[src/rtl/id_stage_if.sv]
// Fetch-side and execute-side handshake bundle of the decode stage.
// The stage itself connects through the slave modport; the environment
// (fetch + execute) connects through the master modport.
interface id_stage_if #(
    parameter int DATA_WIDTH             = 32,
    parameter int REGISTER_ADDRESS_WIDTH = 5,
    parameter int PC_WIDTH               = 32
);
    // fetch -> decode
    logic                              in_valid;
    logic                              in_ready;
    logic [31:0]                       in_instr;
    logic [PC_WIDTH-1:0]               in_pc;
    // decode -> execute
    logic                              out_valid;
    logic                              out_ready;
    logic [PC_WIDTH-1:0]               out_pc;
    logic [REGISTER_ADDRESS_WIDTH-1:0] out_rd;
    logic [DATA_WIDTH-1:0]             out_imm;
    logic [3:0]                        out_op_class;
    logic [2:0]                        out_funct3;
    logic                              out_funct7_5;
    logic                              out_illegal;
    logic [DATA_WIDTH-1:0]             out_op_a;
    logic [DATA_WIDTH-1:0]             out_op_b;

    modport slave (
        input  in_valid, in_instr, in_pc, out_ready,
        output in_ready, out_valid, out_pc, out_rd, out_imm, out_op_class,
               out_funct3, out_funct7_5, out_illegal, out_op_a, out_op_b
    );

    modport master (
        output in_valid, in_instr, in_pc, out_ready,
        input  in_ready, out_valid, out_pc, out_rd, out_imm, out_op_class,
               out_funct3, out_funct7_5, out_illegal, out_op_a, out_op_b
    );
endinterface

[src/rtl/id_stage.sv]
// RV32I decode stage: one-entry stage register between fetch and execute,
// register file address generation, and a one-cycle writeback bypass that
// covers the register file's read-before-write behaviour.
module id_stage #(
    parameter int DATA_WIDTH             = 32,
    parameter int REGISTER_ADDRESS_WIDTH = 5,
    parameter int PC_WIDTH               = 32
) (
    input  logic                              clk,
    input  logic                              a_reset_n,
    input  logic                              flush,
    id_stage_if.slave                         bus,
    output logic [REGISTER_ADDRESS_WIDTH-1:0] rf_addr1,
    output logic [REGISTER_ADDRESS_WIDTH-1:0] rf_addr2,
    input  logic [DATA_WIDTH-1:0]             rf_data1,
    input  logic [DATA_WIDTH-1:0]             rf_data2,
    input  logic                              wb_we,
    input  logic [REGISTER_ADDRESS_WIDTH-1:0] wb_addr,
    input  logic [DATA_WIDTH-1:0]             wb_data
);
    typedef enum logic [3:0] {
        CLS_OP      = 4'd0,
        CLS_OP_IMM  = 4'd1,
        CLS_LOAD    = 4'd2,
        CLS_STORE   = 4'd3,
        CLS_BRANCH  = 4'd4,
        CLS_JAL     = 4'd5,
        CLS_JALR    = 4'd6,
        CLS_LUI     = 4'd7,
        CLS_AUIPC   = 4'd8,
        CLS_FENCE   = 4'd9,
        CLS_SYSTEM  = 4'd10,
        CLS_ILLEGAL = 4'd15
    } op_class_t;

    // incoming instruction and its immediate formats
    logic [31:0] ins;
    logic [31:0] imm_i, imm_s, imm_b, imm_u, imm_j;

    assign ins   = bus.in_instr;
    assign imm_i = {{20{ins[31]}}, ins[31:20]};
    assign imm_s = {{20{ins[31]}}, ins[31:25], ins[11:7]};
    assign imm_b = {{19{ins[31]}}, ins[31], ins[7], ins[30:25], ins[11:8], 1'b0};
    assign imm_u = {ins[31:12], 12'b0};
    assign imm_j = {{11{ins[31]}}, ins[31], ins[19:12], ins[20], ins[30:21], 1'b0};

    // decoded view of the incoming instruction
    op_class_t                         d_class;
    logic                              d_illegal;
    logic [31:0]                       d_imm32;
    logic [REGISTER_ADDRESS_WIDTH-1:0] d_rs1, d_rs2, d_rd;

    // stage register s1
    logic                              s1_valid;
    logic [PC_WIDTH-1:0]               s1_pc;
    logic [REGISTER_ADDRESS_WIDTH-1:0] s1_rd, s1_rs1, s1_rs2;
    logic [DATA_WIDTH-1:0]             s1_imm;
    op_class_t                         s1_class;
    logic [2:0]                        s1_funct3;
    logic                              s1_funct7_5;
    logic                              s1_illegal;

    // writeback bypass registers
    logic                              byp_a_valid, byp_b_valid;
    logic [DATA_WIDTH-1:0]             byp_a_data, byp_b_data;

    logic in_ready_i;
    logic accept;

    // classify the opcode, pick the immediate format and mask unused register fields
    always_comb begin
        d_class   = CLS_ILLEGAL;
        d_illegal = 1'b0;
        d_imm32   = '0;
        case (ins[6:0])
            7'b0110011: d_class = CLS_OP;
            7'b0010011: begin d_class = CLS_OP_IMM; d_imm32 = imm_i; end
            7'b0000011: begin d_class = CLS_LOAD;   d_imm32 = imm_i; end
            7'b0100011: begin d_class = CLS_STORE;  d_imm32 = imm_s; end
            7'b1100011: begin d_class = CLS_BRANCH; d_imm32 = imm_b; end
            7'b1101111: begin d_class = CLS_JAL;    d_imm32 = imm_j; end
            7'b1100111: begin d_class = CLS_JALR;   d_imm32 = imm_i; end
            7'b0110111: begin d_class = CLS_LUI;    d_imm32 = imm_u; end
            7'b0010111: begin d_class = CLS_AUIPC;  d_imm32 = imm_u; end
            7'b0001111: begin d_class = CLS_FENCE;  d_imm32 = imm_i; end
            7'b1110011: begin d_class = CLS_SYSTEM; d_imm32 = imm_i; end
            default:    begin d_class = CLS_ILLEGAL; d_illegal = 1'b1; end
        endcase

        d_rs1 = REGISTER_ADDRESS_WIDTH'(ins[19:15]);
        d_rs2 = REGISTER_ADDRESS_WIDTH'(ins[24:20]);
        d_rd  = REGISTER_ADDRESS_WIDTH'(ins[11:7]);
        if (d_class inside {CLS_LUI, CLS_AUIPC, CLS_JAL, CLS_ILLEGAL})
            d_rs1 = '0;
        if (!(d_class inside {CLS_OP, CLS_STORE, CLS_BRANCH}))
            d_rs2 = '0;
        if (d_class inside {CLS_STORE, CLS_BRANCH, CLS_FENCE, CLS_ILLEGAL})
            d_rd = '0;
    end

    assign in_ready_i   = !s1_valid || bus.out_ready;
    assign bus.in_ready = in_ready_i;
    assign accept       = bus.in_valid && in_ready_i && !flush;

    // a held instruction keeps re-reading its sources so the operands track writebacks
    assign rf_addr1 = accept ? d_rs1 : s1_rs1;
    assign rf_addr2 = accept ? d_rs2 : s1_rs2;

    // stage register: flush beats accept, accept beats drain, otherwise hold
    always_ff @(posedge clk or negedge a_reset_n) begin
        if (!a_reset_n) begin
            s1_valid    <= 1'b0;
            s1_pc       <= '0;
            s1_rd       <= '0;
            s1_rs1      <= '0;
            s1_rs2      <= '0;
            s1_imm      <= '0;
            s1_class    <= CLS_OP;
            s1_funct3   <= '0;
            s1_funct7_5 <= 1'b0;
            s1_illegal  <= 1'b0;
        end else if (flush) begin
            s1_valid <= 1'b0;
        end else if (accept) begin
            s1_valid    <= 1'b1;
            s1_pc       <= bus.in_pc;
            s1_rd       <= d_rd;
            s1_rs1      <= d_rs1;
            s1_rs2      <= d_rs2;
            s1_imm      <= DATA_WIDTH'($signed(d_imm32));
            s1_class    <= d_class;
            s1_funct3   <= ins[14:12];
            s1_funct7_5 <= ins[30];
            s1_illegal  <= d_illegal;
        end else if (bus.out_ready) begin
            s1_valid <= 1'b0;
        end
    end

    // capture a writeback that the register file will not yet show next cycle
    always_ff @(posedge clk or negedge a_reset_n) begin
        if (!a_reset_n) begin
            byp_a_valid <= 1'b0;
            byp_b_valid <= 1'b0;
            byp_a_data  <= '0;
            byp_b_data  <= '0;
        end else begin
            byp_a_valid <= wb_we && (wb_addr == rf_addr1) && (rf_addr1 != '0);
            byp_b_valid <= wb_we && (wb_addr == rf_addr2) && (rf_addr2 != '0);
            byp_a_data  <= wb_data;
            byp_b_data  <= wb_data;
        end
    end

    assign bus.out_valid    = s1_valid;
    assign bus.out_pc       = s1_pc;
    assign bus.out_rd       = s1_rd;
    assign bus.out_imm      = s1_imm;
    assign bus.out_op_class = s1_class;
    assign bus.out_funct3   = s1_funct3;
    assign bus.out_funct7_5 = s1_funct7_5;
    assign bus.out_illegal  = s1_illegal;
    assign bus.out_op_a     = byp_a_valid ? byp_a_data : rf_data1;
    assign bus.out_op_b     = byp_b_valid ? byp_b_data : rf_data2;
endmodule

[src/flat_wrapper.sv]
// flat-port wrapper written by rule: the top's interface ports become plain ports
module id_stage_flat 
#(
    parameter int DATA_WIDTH             = 32,
    parameter int REGISTER_ADDRESS_WIDTH = 5,
    parameter int PC_WIDTH               = 32
)
  (clk, a_reset_n, flush, rf_addr1, rf_addr2, rf_data1, rf_data2, wb_we, wb_addr, wb_data, bus_in_valid, bus_in_instr, bus_in_pc, bus_out_ready, bus_in_ready, bus_out_valid, bus_out_pc, bus_out_rd, bus_out_imm, bus_out_op_class, bus_out_funct3, bus_out_funct7_5, bus_out_illegal, bus_out_op_a, bus_out_op_b);
  id_stage_if #(.DATA_WIDTH(DATA_WIDTH), .REGISTER_ADDRESS_WIDTH(REGISTER_ADDRESS_WIDTH), .PC_WIDTH(PC_WIDTH)) bus_i ();
  input  logic clk;
  input  logic a_reset_n;
  input  logic flush;
  output logic [REGISTER_ADDRESS_WIDTH-1:0] rf_addr1;
  output logic [REGISTER_ADDRESS_WIDTH-1:0] rf_addr2;
  input  logic [DATA_WIDTH-1:0] rf_data1;
  input  logic [DATA_WIDTH-1:0] rf_data2;
  input  logic wb_we;
  input  logic [REGISTER_ADDRESS_WIDTH-1:0] wb_addr;
  input  logic [DATA_WIDTH-1:0] wb_data;
  input wire logic [$bits(bus_i.in_valid)-1:0] bus_in_valid;
  input wire logic [$bits(bus_i.in_instr)-1:0] bus_in_instr;
  input wire logic [$bits(bus_i.in_pc)-1:0] bus_in_pc;
  input wire logic [$bits(bus_i.out_ready)-1:0] bus_out_ready;
  output wire logic [$bits(bus_i.in_ready)-1:0] bus_in_ready;
  output wire logic [$bits(bus_i.out_valid)-1:0] bus_out_valid;
  output wire logic [$bits(bus_i.out_pc)-1:0] bus_out_pc;
  output wire logic [$bits(bus_i.out_rd)-1:0] bus_out_rd;
  output wire logic [$bits(bus_i.out_imm)-1:0] bus_out_imm;
  output wire logic [$bits(bus_i.out_op_class)-1:0] bus_out_op_class;
  output wire logic [$bits(bus_i.out_funct3)-1:0] bus_out_funct3;
  output wire logic [$bits(bus_i.out_funct7_5)-1:0] bus_out_funct7_5;
  output wire logic [$bits(bus_i.out_illegal)-1:0] bus_out_illegal;
  output wire logic [$bits(bus_i.out_op_a)-1:0] bus_out_op_a;
  output wire logic [$bits(bus_i.out_op_b)-1:0] bus_out_op_b;
  assign bus_i.in_valid = bus_in_valid;
  assign bus_i.in_instr = bus_in_instr;
  assign bus_i.in_pc = bus_in_pc;
  assign bus_i.out_ready = bus_out_ready;
  assign bus_in_ready = bus_i.in_ready;
  assign bus_out_valid = bus_i.out_valid;
  assign bus_out_pc = bus_i.out_pc;
  assign bus_out_rd = bus_i.out_rd;
  assign bus_out_imm = bus_i.out_imm;
  assign bus_out_op_class = bus_i.out_op_class;
  assign bus_out_funct3 = bus_i.out_funct3;
  assign bus_out_funct7_5 = bus_i.out_funct7_5;
  assign bus_out_illegal = bus_i.out_illegal;
  assign bus_out_op_a = bus_i.out_op_a;
  assign bus_out_op_b = bus_i.out_op_b;
  id_stage #(.DATA_WIDTH(DATA_WIDTH), .REGISTER_ADDRESS_WIDTH(REGISTER_ADDRESS_WIDTH), .PC_WIDTH(PC_WIDTH)) u_core (.clk(clk), .a_reset_n(a_reset_n), .flush(flush), .bus(bus_i), .rf_addr1(rf_addr1), .rf_addr2(rf_addr2), .rf_data1(rf_data1), .rf_data2(rf_data2), .wb_we(wb_we), .wb_addr(wb_addr), .wb_data(wb_data));
endmodule
[config.mk]
export PLATFORM = sky130hd
export DESIGN_NAME = id_stage_flat
export DESIGN_NICKNAME = d
export VERILOG_FILES = /design/src/rtl/id_stage_if.sv /design/src/rtl/id_stage.sv /design/src/flat_wrapper.sv
export SDC_FILE = /design/constraint.sdc
export NUM_CORES = 1
export LEC_CHECK = 0
export ABC_AREA = 0
export BUFFER_PORTS_ARGS = -buffer_cell sky130_fd_sc_hd__buf_2
export CAP_MARGIN = 10
export CORE_UTILIZATION = 30
export DETAILED_ROUTE_END_ITERATION = 16
export PLACE_DENSITY = 0.69
export SYNTH_ARGS = -nofsm -noshare
export SYNTH_HDL_FRONTEND = slang
export SYNTH_SLANG_ARGS = --single-unit
[constraint.sdc]
create_clock -name clk -period 3.9 [get_ports clk]
set_input_delay 0.195 -clock clk [delete_from_list [all_inputs] [get_ports clk]]
set_output_delay 0.195 -clock clk [all_outputs]
set_load 0.02 [all_outputs]
# After elaboration in Yosys (flattened, before gate mapping)
# Index checks and enable logic that the tools add are counted.
dict set report totals {
  output_inout_bits 154
  mem_bits_rw 0
  regBits 123
  mem_count 0
  wordCells 67
  latchBits 0
  rom_bits 0
  inputBits 171
}
dict set report op_classes {
  multipliers 0
  n_reduce_logical 20
  n_lt_le_gt_ge 0
  n_addsub 0
  muxes 13
  n_eq_ne 20
  div_mod_pow 0
  bitwise_logic 1
  shifts 0
}
# operator count
set ops {}
lappend ops {{$pmux 32 s5} 1}
lappend ops {{$mux 32} 2}
lappend ops {{$pmux 4 s11} 1}
lappend ops {{$eq 7x7->1 const B} 4}
lappend ops {{$mux 5} 5}
lappend ops {{$eq 7x6->1 const B} 3}
lappend ops {{$eq 7x5->1 const B} 2}
lappend ops {{$eq 4x3->1 const B} 3}
lappend ops {{$eq 4x4->1 const B} 3}
lappend ops {{$reduce_or 11->1} 1}
lappend ops {{$eq 5x5->1} 2}
lappend ops {{$reduce_bool 5->1} 2}
lappend ops {{$reduce_bool 4->1} 2}
lappend ops {{$eq 7x2->1 const B} 1}
lappend ops {{$eq 7x4->1 const B} 1}
lappend ops {{$logic_and 1x1->1} 6}
lappend ops {{$reduce_bool 3->1} 2}
lappend ops {{$reduce_or 5->1} 1}
lappend ops {{$eq 4x2->1 const B} 1}
lappend ops {{$logic_not 4->1} 1}
lappend ops {{$mux 1} 4}
lappend ops {{$logic_not 1->1} 2}
lappend ops {{$reduce_and 2->1} 1}
lappend ops {{$reduce_or 2->1} 1}
lappend ops {{2 further kinds} 2}

# Longest topological paths before layout
# Gate-level depths: netlist (run 1).
dict set report logic_depth {
  word_depth 9
  mapped_depth 8
  depth_no_buf 6
}

# Worst setup path after synthesis (run 1)
# Ideal clock, no wire load.
dict set report synth_path {
  path_type {flip-flop to flip-flop}
  startpoint {register u_core.s1_valid, in the netlist u_core.bus.out_valid}
  endpoint {register u_core.byp_b_valid}
  n_path_buf 2
  synth_period_minus_slack_ns 2.308
  arrival_ns 2.221
  required_ns 3.814
  setup_time_ns 0.086
  path_stages_with_launch 9
  setup_slack_ns 1.592
  cell_sequence {dfrtp_1 > nand2b_1 > clkbuf_1 > and2_1 > buf_2 > nand2_1 > o21ai_0 > xor2_1 > nor3_1}
}
dict set report synth_between {
  elab_chain_len 8
  word_cells_on_any_way 9
  classes_between {1 x eq/ne; 1 x mux; 7 x reduce/logical}
}
# element line
set synth_rtl {}
lappend synth_rtl {{start: declaration} id_stage.sv:54} ;# logic s1_valid;
lappend synth_rtl {{start signal: assignment} id_stage.sv:112} ;# s1_valid <= 1'b0;
lappend synth_rtl {{start signal: assignment} id_stage.sv:123} ;# s1_valid <= 1'b0;
lappend synth_rtl {{start signal: assignment} id_stage.sv:125} ;# s1_valid <= 1'b1;
lappend synth_rtl {{$logic_not 1->1 *} id_stage.sv:101} ;# assign in_ready_i = !s1_valid || bus.out_ready;
lappend synth_rtl {{$logic_or 1x1->1 *} id_stage.sv:101}
lappend synth_rtl {{via bus_in_ready} flat_wrapper.sv:24} ;# output wire logic [$bits(bus_i.in_ready)-1:0] bus_in_ready;
lappend synth_rtl {{$logic_and 1x1->1 * (2 in a row)} id_stage.sv:103} ;# assign accept = bus.in_valid && in_ready_i && !flush;
lappend synth_rtl {{$mux 5 *} --}
lappend synth_rtl {{via rf_addr2[0]} flat_wrapper.sv:14} ;# output logic [REGISTER_ADDRESS_WIDTH-1:0] rf_addr2;
lappend synth_rtl {{$eq 5x5->1} id_stage.sv:149} ;# byp_b_valid <= wb_we && (wb_addr == rf_addr2) && (rf_addr2 != '0);
lappend synth_rtl {{$logic_and 1x1->1} id_stage.sv:149}
lappend synth_rtl {{$logic_and 1x1->1 *} id_stage.sv:149}
lappend synth_rtl {{end signal: assignment} id_stage.sv:149}
lappend synth_rtl {{end: declaration} id_stage.sv:64} ;# logic byp_a_valid, byp_b_valid;
# Mark *: on every way through the listed nets, which the timed path passes. The rest lies on a longest branch.
# A chain may end at the register's enable or synchronous reset.

# Final worst setup path (run 1)
dict set report layout_path {
  startpoint {input port flush}
  endpoint {output port rf_addr1[3]}
}
dict set report layout_between {
  elab_chain_len 3
}
# element line
set layout_rtl {}
lappend layout_rtl {{start: declaration} flat_wrapper.sv:12} ;# input logic flush;
lappend layout_rtl {{$logic_not 1->1} id_stage.sv:103}
lappend layout_rtl {{$logic_and 1x1->1} id_stage.sv:103}
lappend layout_rtl {{$mux 5} --}
lappend layout_rtl {{end: declaration} flat_wrapper.sv:13} ;# output logic [REGISTER_ADDRESS_WIDTH-1:0] rf_addr1;
# Every way passes these cells.

==> results.tsv, run 1 <==
stage	metric	value	unit
final_layout	layout_commonest_cell	buf_2	
sta	fmax	0.350	GHz
routing	wl	21200	um
critical_path	worstPathArrival	2.66	ns
yosys	syn_area_per_cell	9.81	um^2
yosys	synth_edf_count	0	
yosys	seq_area_frac_synth	53.5	%
die	initial_core_util	30.7	%
critical_path	r2r-start	u_core.bus.out_valid$_DFFE_PN0P_	
die	die_h	141	um
global_route	antenna_found_initial	5	
routing	dr.first_iter.drc_count	387	
power_and_ir_drop	p_leak	4.48	nW
global_route	grt_overflow	0	
clocking	root_buffer	clkbuf_16	
routing	dr.pass1.iters	4	
yosys	ys_async_sr_fraction	100	%
critical_path	critical_path_peak_fanout	49	
sta	fin_crit_sh	73.2	%
power_and_ir_drop	finalPower	3.71	mW
clocking	clk_latency	0.41	ns
yosys	synth_nets	758	
clocking	numCtsBuffers	17	
routing	ant_nets	0	
final_layout	final_util	47.2	%
placement	dp_hpwl	15400	um
yosys	synth.cell_area	0.00576	mm^2
yosys	ys_ff_latch	123	
final_layout	final_nets	1136	
clocking	cts_max_level	4	
sta	clock_skew	0.00446	ns
die	io_pins	325	
sta	maxSlewViolCount	0	
clocking	cts_tree	yes	
yosys	yosys-top-cells-area	dfrtp_1 (53%), mux2_2 (13%), nand2_1 (11%)	
placement	gp_congestion	0.854	
job	cap_violations	0	
global_route	grt_usage	21.3	%
global_route	grt_pass1_vias	5705	
sta	tns	0	ns
sta	period_needed	2.86	ns
yosys	synth_top_cell_area_share	53.5	%
die	coreArea	0.0188	mm^2
routing	viasPerCell	4.76	
worst_hold_path	hold_class	in -> reg	
sta	maxSlewHeadroom	45.1	%
final_layout	fillers	1778	
routing	wire_per_inst	17.4	um
routing	vias	5792	
placement	io_buffers	324	
die	die_area	0.0198	mm^2
die	row_count	50	
final_layout	layout-drive-gt1-share	44.6	%
sta	setup_viol	0	
critical_path	critical_path_class	in -> out	
global_route	grt_pass1_wl	31600	um
die	fp.dieW	141	um
final_layout	syn_to_final_growth	53.8	%
sta	tightest_slew	0.821	ns
final_layout	finalNonFillerCells	1217	
routing	drcViolationCount	0	
clocking	path_clk_slew	0.05	ns
yosys	ys_warn_count	0	
placement	dp.cells	1114	
yosys	synth_flop_cell	dfrtp_1	
critical_path	crit_path_start_kind	input pin	
yosys	synth_area_leader_cell	dfrtp_1	
clocking	cts.sink_count	123	
global_route	grt_max_degree	61	
yosys	synthDistinctLibCells	49	
sta	hold_viol	0	
worst_hold_path	hold_path_startpoint	bus_in_valid	
critical_path	endpoint_kind	output pin	
critical_path	cp-startpoint	flush	
clocking	clockBufferDepth	2	
final_layout	final_cell_mix	buf_2 (323), nand2_1 (162), dfrtp_1 (123)	
status	run_status	finished, final reports clean	
power_and_ir_drop	ir_worst_vdd	0.000287	V
sta	rsz0062_at_grt	false	
critical_path	crit_required	3.70	ns
yosys	syn_inst	587	
power_and_ir_drop	power_density	419	mW/mm^2
## power by group
group          switching (mW)  total [mW]  internal, mW  leakage, nW
clock network           0.572        1.61          1.04        0.285
registers              0.0534        1.43          1.37         1.55
logic                   0.408       0.681         0.272         2.64
## per-layer routing
layer	vias to the layer above	share of wire, %	track usage [%]	routed length, um
met5	-	0	0	0
met4	0	3.1	10.1	648
met3	35	6.5	5.74	1380
met2	251	50	35.4	10500
met1	2734	41	25.5	8650
li1	2772	-	-	-
## Yosys cell counts (4+ instances only)
| cell | instances |
|---|---|
| nand2b_1 | 5 |
| o21ai_1 | 24 |
| o21ai_0 | 31 |
| o2bb2ai_1 | 6 |
| clkbuf_1 | 21 |
| a21oi_1 | 27 |
| buf_2 | 5 |
| buf_1 | 9 |
| a31oi_1 | 6 |
| o22ai_1 | 7 |
| inv_1 | 12 |
| nor3_1 | 5 |
| nand3_1 | 4 |
| mux2_2 | 65 |
| a22o_1 | 5 |
| a221oi_1 | 4 |
| dfrtp_1 | 123 |
| nor2_1 | 23 |
| nand2_1 | 163 |
## path summary, 6_finish.rpt
kind / cells past startpoint / slack (ns) / end
max in group asynchronous: 3 / 2.72 / u_core.byp_a_data[9]$_DFF_PN0_
setup reg to reg: 6 / 1.57 / u_core.byp_a_valid$_DFF_PN0_
hold / removal: 3 / 0.02 / u_core.bus.out_valid$_DFFE_PN0P_
hold reg to reg: 2 / 0.47 / u_core.bus.out_pc[0]$_DFFE_PN0P_
min in group asynchronous: 2 / 0.34 / u_core.bus.out_funct3[0]$_DFFE_PN0P_
setup / recovery: 9 / 1.04 / rf_addr1[3]
## sequential cells by signal, summed over array words and instances, names as in the netlist, 3 cells and up
register / flops
u_core.byp_a_data: 32
u_core.bus.out_op_class: 4
u_core.bus.out_imm: 32
u_core.bus.out_pc: 32
u_core.bus.out_rd: 5
u_core.s1_rs1: 5
u_core.s1_rs2: 5
u_core.bus.out_funct3: 3
## final cells by class
cell class	count	area [um^2]	share of cell area (%)
sequential	123	3080	34.8
multi-input combinational	414	2480	28.0
timing repair buffer	397	2340	26.4
clock buffer	21	460	5.20
tap	234	293	3.31
clock inverter	11	144	1.63
inverter	12	45.0	0.509
antenna	5	12.5	0.141
## critical path, stage by stage
cell and delay (ns):
dlygate4sd3_1 0.53, buf_2 0.13, nor2b_1 0.33, nand2_4 0.37
a311oi_4 0.38, and2_1 0.32, nand2_1 0.10, o21ai_0 0.08
buf_2 0.21
## through the flow
step | instance area, um^2 | hold WS, ns | setup WS, ns
4_1_cts | 8840 | 0.00147 | 1.01
5_1_grt | 8850 | 0.00557 | 0.765
6_report | 8850 | 0.0199 | 1.04
3_5_place_dp | 7580 | 0.227 | 1.54
2_1_floorplan | 5760 | -0.101 | 1.59
3_3_place_gp | 7580 | 0.214 | 1.58
## cell families after synthesis
group | after synthesis | share of synthesized area, %
buffers and inverters | 50 | 3.63
multiplexers | 67 | 13.1
flip-flops | 123 | 53.5
XOR/XNOR | 4 | 0.609
AO/OA/AOI/OAI | 124 | 13.3
AND/OR/NAND/NOR | 219 | 15.9
## what timing repair did
item	CTS	global route
setup buffers	0	0
hold buffers	66	0
hold endpoints to repair	123	0
gates resized for setup	0	0
No activity file was read; power rests on OpenSTA's default activity.
==> inputs of run 2 (changes only) <==
PLACE_DENSITY = 0.71   (was 0.69)
clock period = 2.6 ns   (was 3.9 ns; I/O delays follow)
==> results.tsv, run 2 (same netlist as run 1, synthesis figures left out) <==
stage	metric	value	unit	change
sta	setup_viol	0		unchanged
final_layout	stdcell_area	0.00903	mm^2	+2.0%
sta	hold_viol	0		unchanged
die	io_pins	325		unchanged
clocking	clockBufferDepth	2		unchanged
clocking	numCtsBuffers	17		unchanged
final_layout	final_cell_mix	buf_2 (323), nand2_1 (162), dfrtp_1 (123)		
power_and_ir_drop	seq_power_share	38.9	%	+0.5 points
power_and_ir_drop	p_sw_share	28.2	%	+0.34 points
critical_path	crit_path_start_kind	input pin		
routing	ant_nets	0		unchanged
clocking	path_clk_slew	0.06	ns	about the same
final_layout	final_nets	1156		+1.8%
global_route	grt_pass1_wl	30800	um	-2.5%
routing	vias	5807		+0.26%
final_layout	final_util	48.1	%	+0.92 points
final_layout	seqCellArea	0.00308	mm^2	unchanged
global_route	grt_max_degree	57		-6.6%
die	row_count	50		unchanged
sta	clock_skew	0.00525	ns	+0.000793 ns
sta	tns	0	ns	unchanged
worst_hold_path	hold_class	in -> reg		
placement	io_buffers	324		unchanged
clocking	postCtsSetupBuffers	0		unchanged
global_route	grt_pass1_vias	5734		+0.51%
final_layout	layout_commonest_cell	buf_2		
clocking	cts_hold_buffers	82		+24%
final_layout	layout-drive-gt1-share	44.1	%	-0.49 points
sta	maxSlewViolCount	0		unchanged
critical_path	critical_path_class	in -> out		
critical_path	critical_path_peak_fanout	6		-88%
die	initial_core_util	30.7	%	unchanged
final_layout	fillers	1769		-0.51%
global_route	antenna_found_initial	3		-2
power_and_ir_drop	p_sw	1.55	mW	+50%
global_route	grt_usage	20.7	%	-0.59 points
sta	rsz0062_at_grt	false		
die	coreArea	0.0188	mm^2	unchanged
power_and_ir_drop	power_density	608	mW/mm^2	+45%
critical_path	worstPathArrival	2.28	ns	-0.38 ns
critical_path	endpoint_kind	output pin		
routing	wire_per_inst	16.7	um	-4.3%
power_and_ir_drop	clkPwrFrac	42.2	%	-1.1 points
sta	maxSlewHeadroom	56.1	%	+11 points
clocking	cts.sink_count	123		unchanged
sta	fin_ws	0.188	ns	-0.856 ns
routing	drcViolationCount	0		unchanged
placement	dp.cells	1118		+0.36%
placement	placed_cell_area	0.00762	mm^2	+0.56%
critical_path	crit_required	2.47	ns	-1.23 ns
power_and_ir_drop	finalPower	5.49	mW	+48%
critical_path	r2r_slack	0.66	ns	-0.91 ns
sta	period_needed	2.41	ns	
clocking	clk_latency	0.41	ns	about the same
routing	wl	20600	um	-2.9%
die	die_area	0.0198	mm^2	unchanged
power_and_ir_drop	p_int	3.94	mW	+47%
clocking	cts_max_level	4		unchanged
sta	fin_crit_sh	92.8	%	
placement	gp_congestion	0.850		-0.54%
sta	fmax	0.415	GHz	
clocking	root_buffer	clkbuf_16		
status	run_status	finished, final reports clean		
final_layout	finalNonFillerCells	1235		+1.5%
global_route	grt_overflow	0		unchanged
die	die_h	141	um	unchanged
placement	pre_cts_slack	0.601	ns	-0.944 ns
final_layout	syn_to_final_growth	56.8	%	
routing	dr.pass1.iters	5		+1
final_layout	multi_input_area	0.00248	mm^2	unchanged
critical_path	r2r_cells	5		-1
job	cap_violations	0		unchanged
worst_hold_path	hold_depth	3		unchanged
routing	dr.first_iter.drc_count	311		-20%
clocking	cts_tree	yes		
power_and_ir_drop	p_comb_share	18.9	%	+0.6 points
sta	hold_ws	0.0386	ns	+0.0186 ns
sta	tightest_slew	0.658	ns	-0.163 ns
die	fp.dieW	141	um	unchanged
power_and_ir_drop	p_leak	4.56	nW	+1.8%
placement	dp_hpwl	15100	um	-2.1%
clocking	cts_resized	0		unchanged
routing	viasPerCell	4.70		-1.2%
power_and_ir_drop	ir_worst_vdd	0.000425	V	+48%
[run 2: worst max-delay path, stage by stage]
cell and delay (ns):
dlygate4sd3_1 0.53, buf_2 0.12, nor2b_1 0.35, nand2_4 0.12, a311oi_4 0.27, and2_1 0.33, nand2_1 0.10, o21ai_0 0.12
buf_2 0.22
[run 2: power groups by stage]
stage | sequential, mW | clock [mW] | combinational (mW)
floorplan | 2.30 | 0 | 0.364
global placement | 2.16 | 0 | 0.933
detailed placement | 2.16 | 0 | 0.944
CTS | 2.13 | 2.37 | 1.04
global route | 2.15 | 2.46 | 1.13
finish | 2.14 | 2.31 | 1.04
[run 2: layout make-up]
| type | count | area share (%) |
|---|---|---|
| Clock inverter | 11 | 1.32 |
| Inverter | 12 | 0.499 |
| Multi-Input combinational cell | 414 | 27.5 |
| Antenna cell | 3 | 0.0832 |
| Sequential cell | 123 | 34.1 |
| Timing Repair Buffer | 417 | 28.2 |
| Clock buffer | 21 | 5.10 |
| Tap cell | 234 | 3.24 |
[run 2: routing by layer]
layer | wire length, um | GRT usage [%]
met3 | 1350 | 5.81
met5 | 0 | 0
met1 | 8530 | 24.5
met4 | 538 | 8.70
met2 | 10200 | 35.1
[run 2: final timing paths]
kind | startpoint | end
max | flush | rf_addr1[1]
min | bus_in_instr[18] | u_core.s1_rs1[3]$_DFFE_PN0N_
max reg2reg | u_core.bus.out_valid$_DFFE_PN0P_ | u_core.bus.out_imm[12]$_DFFE_PN0P_
min reg2reg | u_core.bus.out_pc[17]$_DFFE_PN0P_ | u_core.bus.out_pc[17]$_DFFE_PN0P_
max in group asynchronous | a_reset_n | u_core.bus.out_pc[16]$_DFFE_PN0P_
min in group asynchronous | a_reset_n | u_core.bus.out_funct3[1]$_DFFE_PN0P_
==> inputs of run 3 (changes only) <==
PLACE_DENSITY = 0.69   (was 0.71)
clock period = 3.01 ns   (was 2.6 ns; I/O delays follow)
==> results.tsv, run 3 (same netlist as run 1, synthesis figures left out) <==
stage	metric	value	unit	change
power_and_ir_drop	p_sw_share	29.8	%	+1.7 points
final_layout	seqCellArea	0.00308	mm^2	unchanged
clocking	postCtsSetupBuffers	0		unchanged
sta	maxSlewViolCount	0		unchanged
power_and_ir_drop	p_sw	1.41	mW	-8.7%
sta	tightest_slew	1.01	ns	+0.350 ns
global_route	grt_pass1_wl	31600	um	+2.7%
sta	clock_skew	0.00617	ns	+0.000917 ns
power_and_ir_drop	p_int	3.32	mW	-16%
critical_path	crit_required	2.86	ns	+0.39 ns
sta	tns	0	ns	unchanged
critical_path	crit_path_start_kind	input pin		
sta	hold_viol	0		unchanged
sta	period_needed	2.53	ns	
critical_path	path_buf_inv	3		unchanged
clocking	numCtsBuffers	17		unchanged
die	fp.dieW	141	um	unchanged
die	row_count	50		unchanged
final_layout	layout-drive-gt1-share	44.3	%	+0.19 points
critical_path	cp_slowest_stage_delay	0.53	ns	about the same
routing	dr.pass1.iters	4		-1
critical_path	crit_path_cell_trace	dlygate4sd3_1 -> buf_2 -> nor2b_1 -> nand2_4 -> a311oi_4 -> and2_1 -> nand2_1 -> o21ai_0 -> buf_2		
placement	dp.cells	1117		-0.089%
routing	viasPerCell	4.71		+0.22%
final_layout	finalNonFillerCells	1235		unchanged
final_layout	syn_to_final_growth	56.2	%	
power_and_ir_drop	p_leak	4.54	nW	-0.40%
clocking	cts_resized	0		unchanged
global_route	grt_usage	21.3	%	+0.60 points
status	run_status	finished, final reports clean		
die	initial_core_util	30.7	%	unchanged
sta	rsz0062_at_grt	false		
die	die_h	141	um	unchanged
sta	fmax	0.395	GHz	
critical_path	critical_path_class	in -> out		
final_layout	fillers	1726		-2.4%
routing	vias	5820		+0.22%
clocking	path_clk_slew	0.06	ns	about the same
worst_hold_path	hold_class	in -> reg		
placement	io_buffers	324		unchanged
routing	drcViolationCount	0		unchanged
global_route	antenna_found_initial	5		+2
final_layout	final_util	47.9	%	-0.16 points
die	io_pins	325		unchanged
clocking	cts.sink_count	123		unchanged
power_and_ir_drop	clkPwrFrac	42.0	%	-0.2 points
global_route	grt_overflow	0		unchanged
routing	ant_nets	0		unchanged
clocking	clockBufferDepth	2		unchanged
die	die_area	0.0198	mm^2	unchanged
sta	fin_crit_sh	84.0	%	
clocking	clk_latency	0.41	ns	about the same
routing	wl	21000	um	+2.0%
power_and_ir_drop	ir_worst_vdd	0.000349	V	-18%
clocking	root_buffer	clkbuf_16		
power_and_ir_drop	p_comb_share	19.0	%	about the same
final_layout	layout_commonest_cell	buf_2		
power_and_ir_drop	seq_power_share	39.0	%	about the same
die	coreArea	0.0188	mm^2	unchanged
sta	maxSlewHeadroom	32.8	%	-23 points
critical_path	slowest_stage	dlygate4sd3_1		
job	cap_violations	0		unchanged
critical_path	endpoint_kind	output pin		
placement	pre_cts_slack	0.853	ns	+0.252 ns
routing	dr.first_iter.drc_count	344		+11%
clocking	cts_max_level	4		unchanged
clocking	cts_hold_buffers	81		-1.2%
sta	fin_ws	0.481	ns	+0.293 ns
clocking	cts_tree	yes		
routing	wire_per_inst	17.0	um	+2.0%
critical_path	worstPathArrival	2.38	ns	+0.10 ns
final_layout	final_cell_mix	buf_2 (323), nand2_1 (162), dfrtp_1 (123)		
critical_path	critical_path_peak_fanout	12		+6
global_route	grt_pass1_vias	5673		-1.1%
final_layout	multi_input_area	0.00248	mm^2	unchanged
sta	setup_viol	0		unchanged
global_route	grt_max_degree	109		+91%
power_and_ir_drop	power_density	526	mW/mm^2	-14%
final_layout	final_nets	1154		-0.17%
critical_path	cp_common_cell	buf_2		
placement	dp_hpwl	15200	um	+0.67%
critical_path	path_delay_family	simple AND/OR/NAND/NOR gates		
placement	gp_congestion	0.864		+1.7%
==> run 3: changes by cell type in the layout (fill, tap and decap cells not counted), sizes merged <==
cell         delta
clkbuf          -3
diode           +2
dlygate4sd3     -1
inv             +5
buf             -1
clkinv          -1
bufinv          -1
==> run 3: area by class of cell <==
cell class / count / share of cell area, %
Multi-Input combinational cell: 414 / 27.6
Tap cell: 234 / 3.25
Antenna cell: 5 / 0.139
Clock buffer: 18 / 4.88
Clock inverter: 14 / 1.50
Sequential cell: 123 / 34.2
Timing Repair Buffer: 415 / 27.9
Inverter: 12 / 0.501
==> run 3: path summary, 6_finish.rpt <==
| path | endpoint | slack [ns] | startpoint | cells after the start |
|---|---|---|---|---|
| hold reg to reg | u_core.bus.out_pc[23]$_DFFE_PN0P_ | 0.47 | u_core.bus.out_pc[23]$_DFFE_PN0P_ | 2 |
| max in group asynchronous | u_core.bus.out_pc[9]$_DFFE_PN0P_ | 1.71 | a_reset_n | 3 |
| setup / recovery | rf_addr1[1] | 0.48 | flush | 9 |
| hold / removal | u_core.byp_b_valid$_DFF_PN0_ | 0.03 | wb_we | 3 |
| min in group asynchronous | u_core.byp_a_data[5]$_DFF_PN0_ | 0.46 | a_reset_n | 2 |
| setup reg to reg | u_core.byp_b_valid$_DFF_PN0_ | 1.04 | u_core.bus.out_valid$_DFFE_PN0P_ | 7 |
==> run 3: through the flow <==
step / total power, mW / hold slack, ns / instance area, um^2
after floorplan: 2.30 / -0.145 / 5760
after global placement: 2.67 / 0.259 / 7600
after detailed placement: 2.68 / 0.260 / 7600
after CTS: 4.80 / 0.00394 / 8980
after global routing: 4.96 / 0.0178 / 9000
final: 4.73 / 0.0286 / 9000
==> run 3: layer usage <==
metal / global-route usage (%) / part of all wire (%) / up-vias
li1: - / - / 2810
met1: 25.3 / 42 / 2747
met2: 35.7 / 50 / 233
met3: 5.44 / 6.1 / 30
met4: 10.5 / 2.5 / 0
met5: 0 / 0 / -
==> run 3: power groups by stage <==
stage	sequential (mW)	combinational (mW)	clock, mW
after global routing	1.86	0.973	2.13
final	1.85	0.898	1.99
after global placement	1.87	0.804	0
after CTS	1.84	0.900	2.06
after floorplan	1.98	0.314	0
after detailed placement	1.87	0.814	0
==> run 3: worst min-delay path, cell delays in order <==
cell,delay [ns]
buf_2,0.12
nand4_1,0.08
nor3_1,0.05
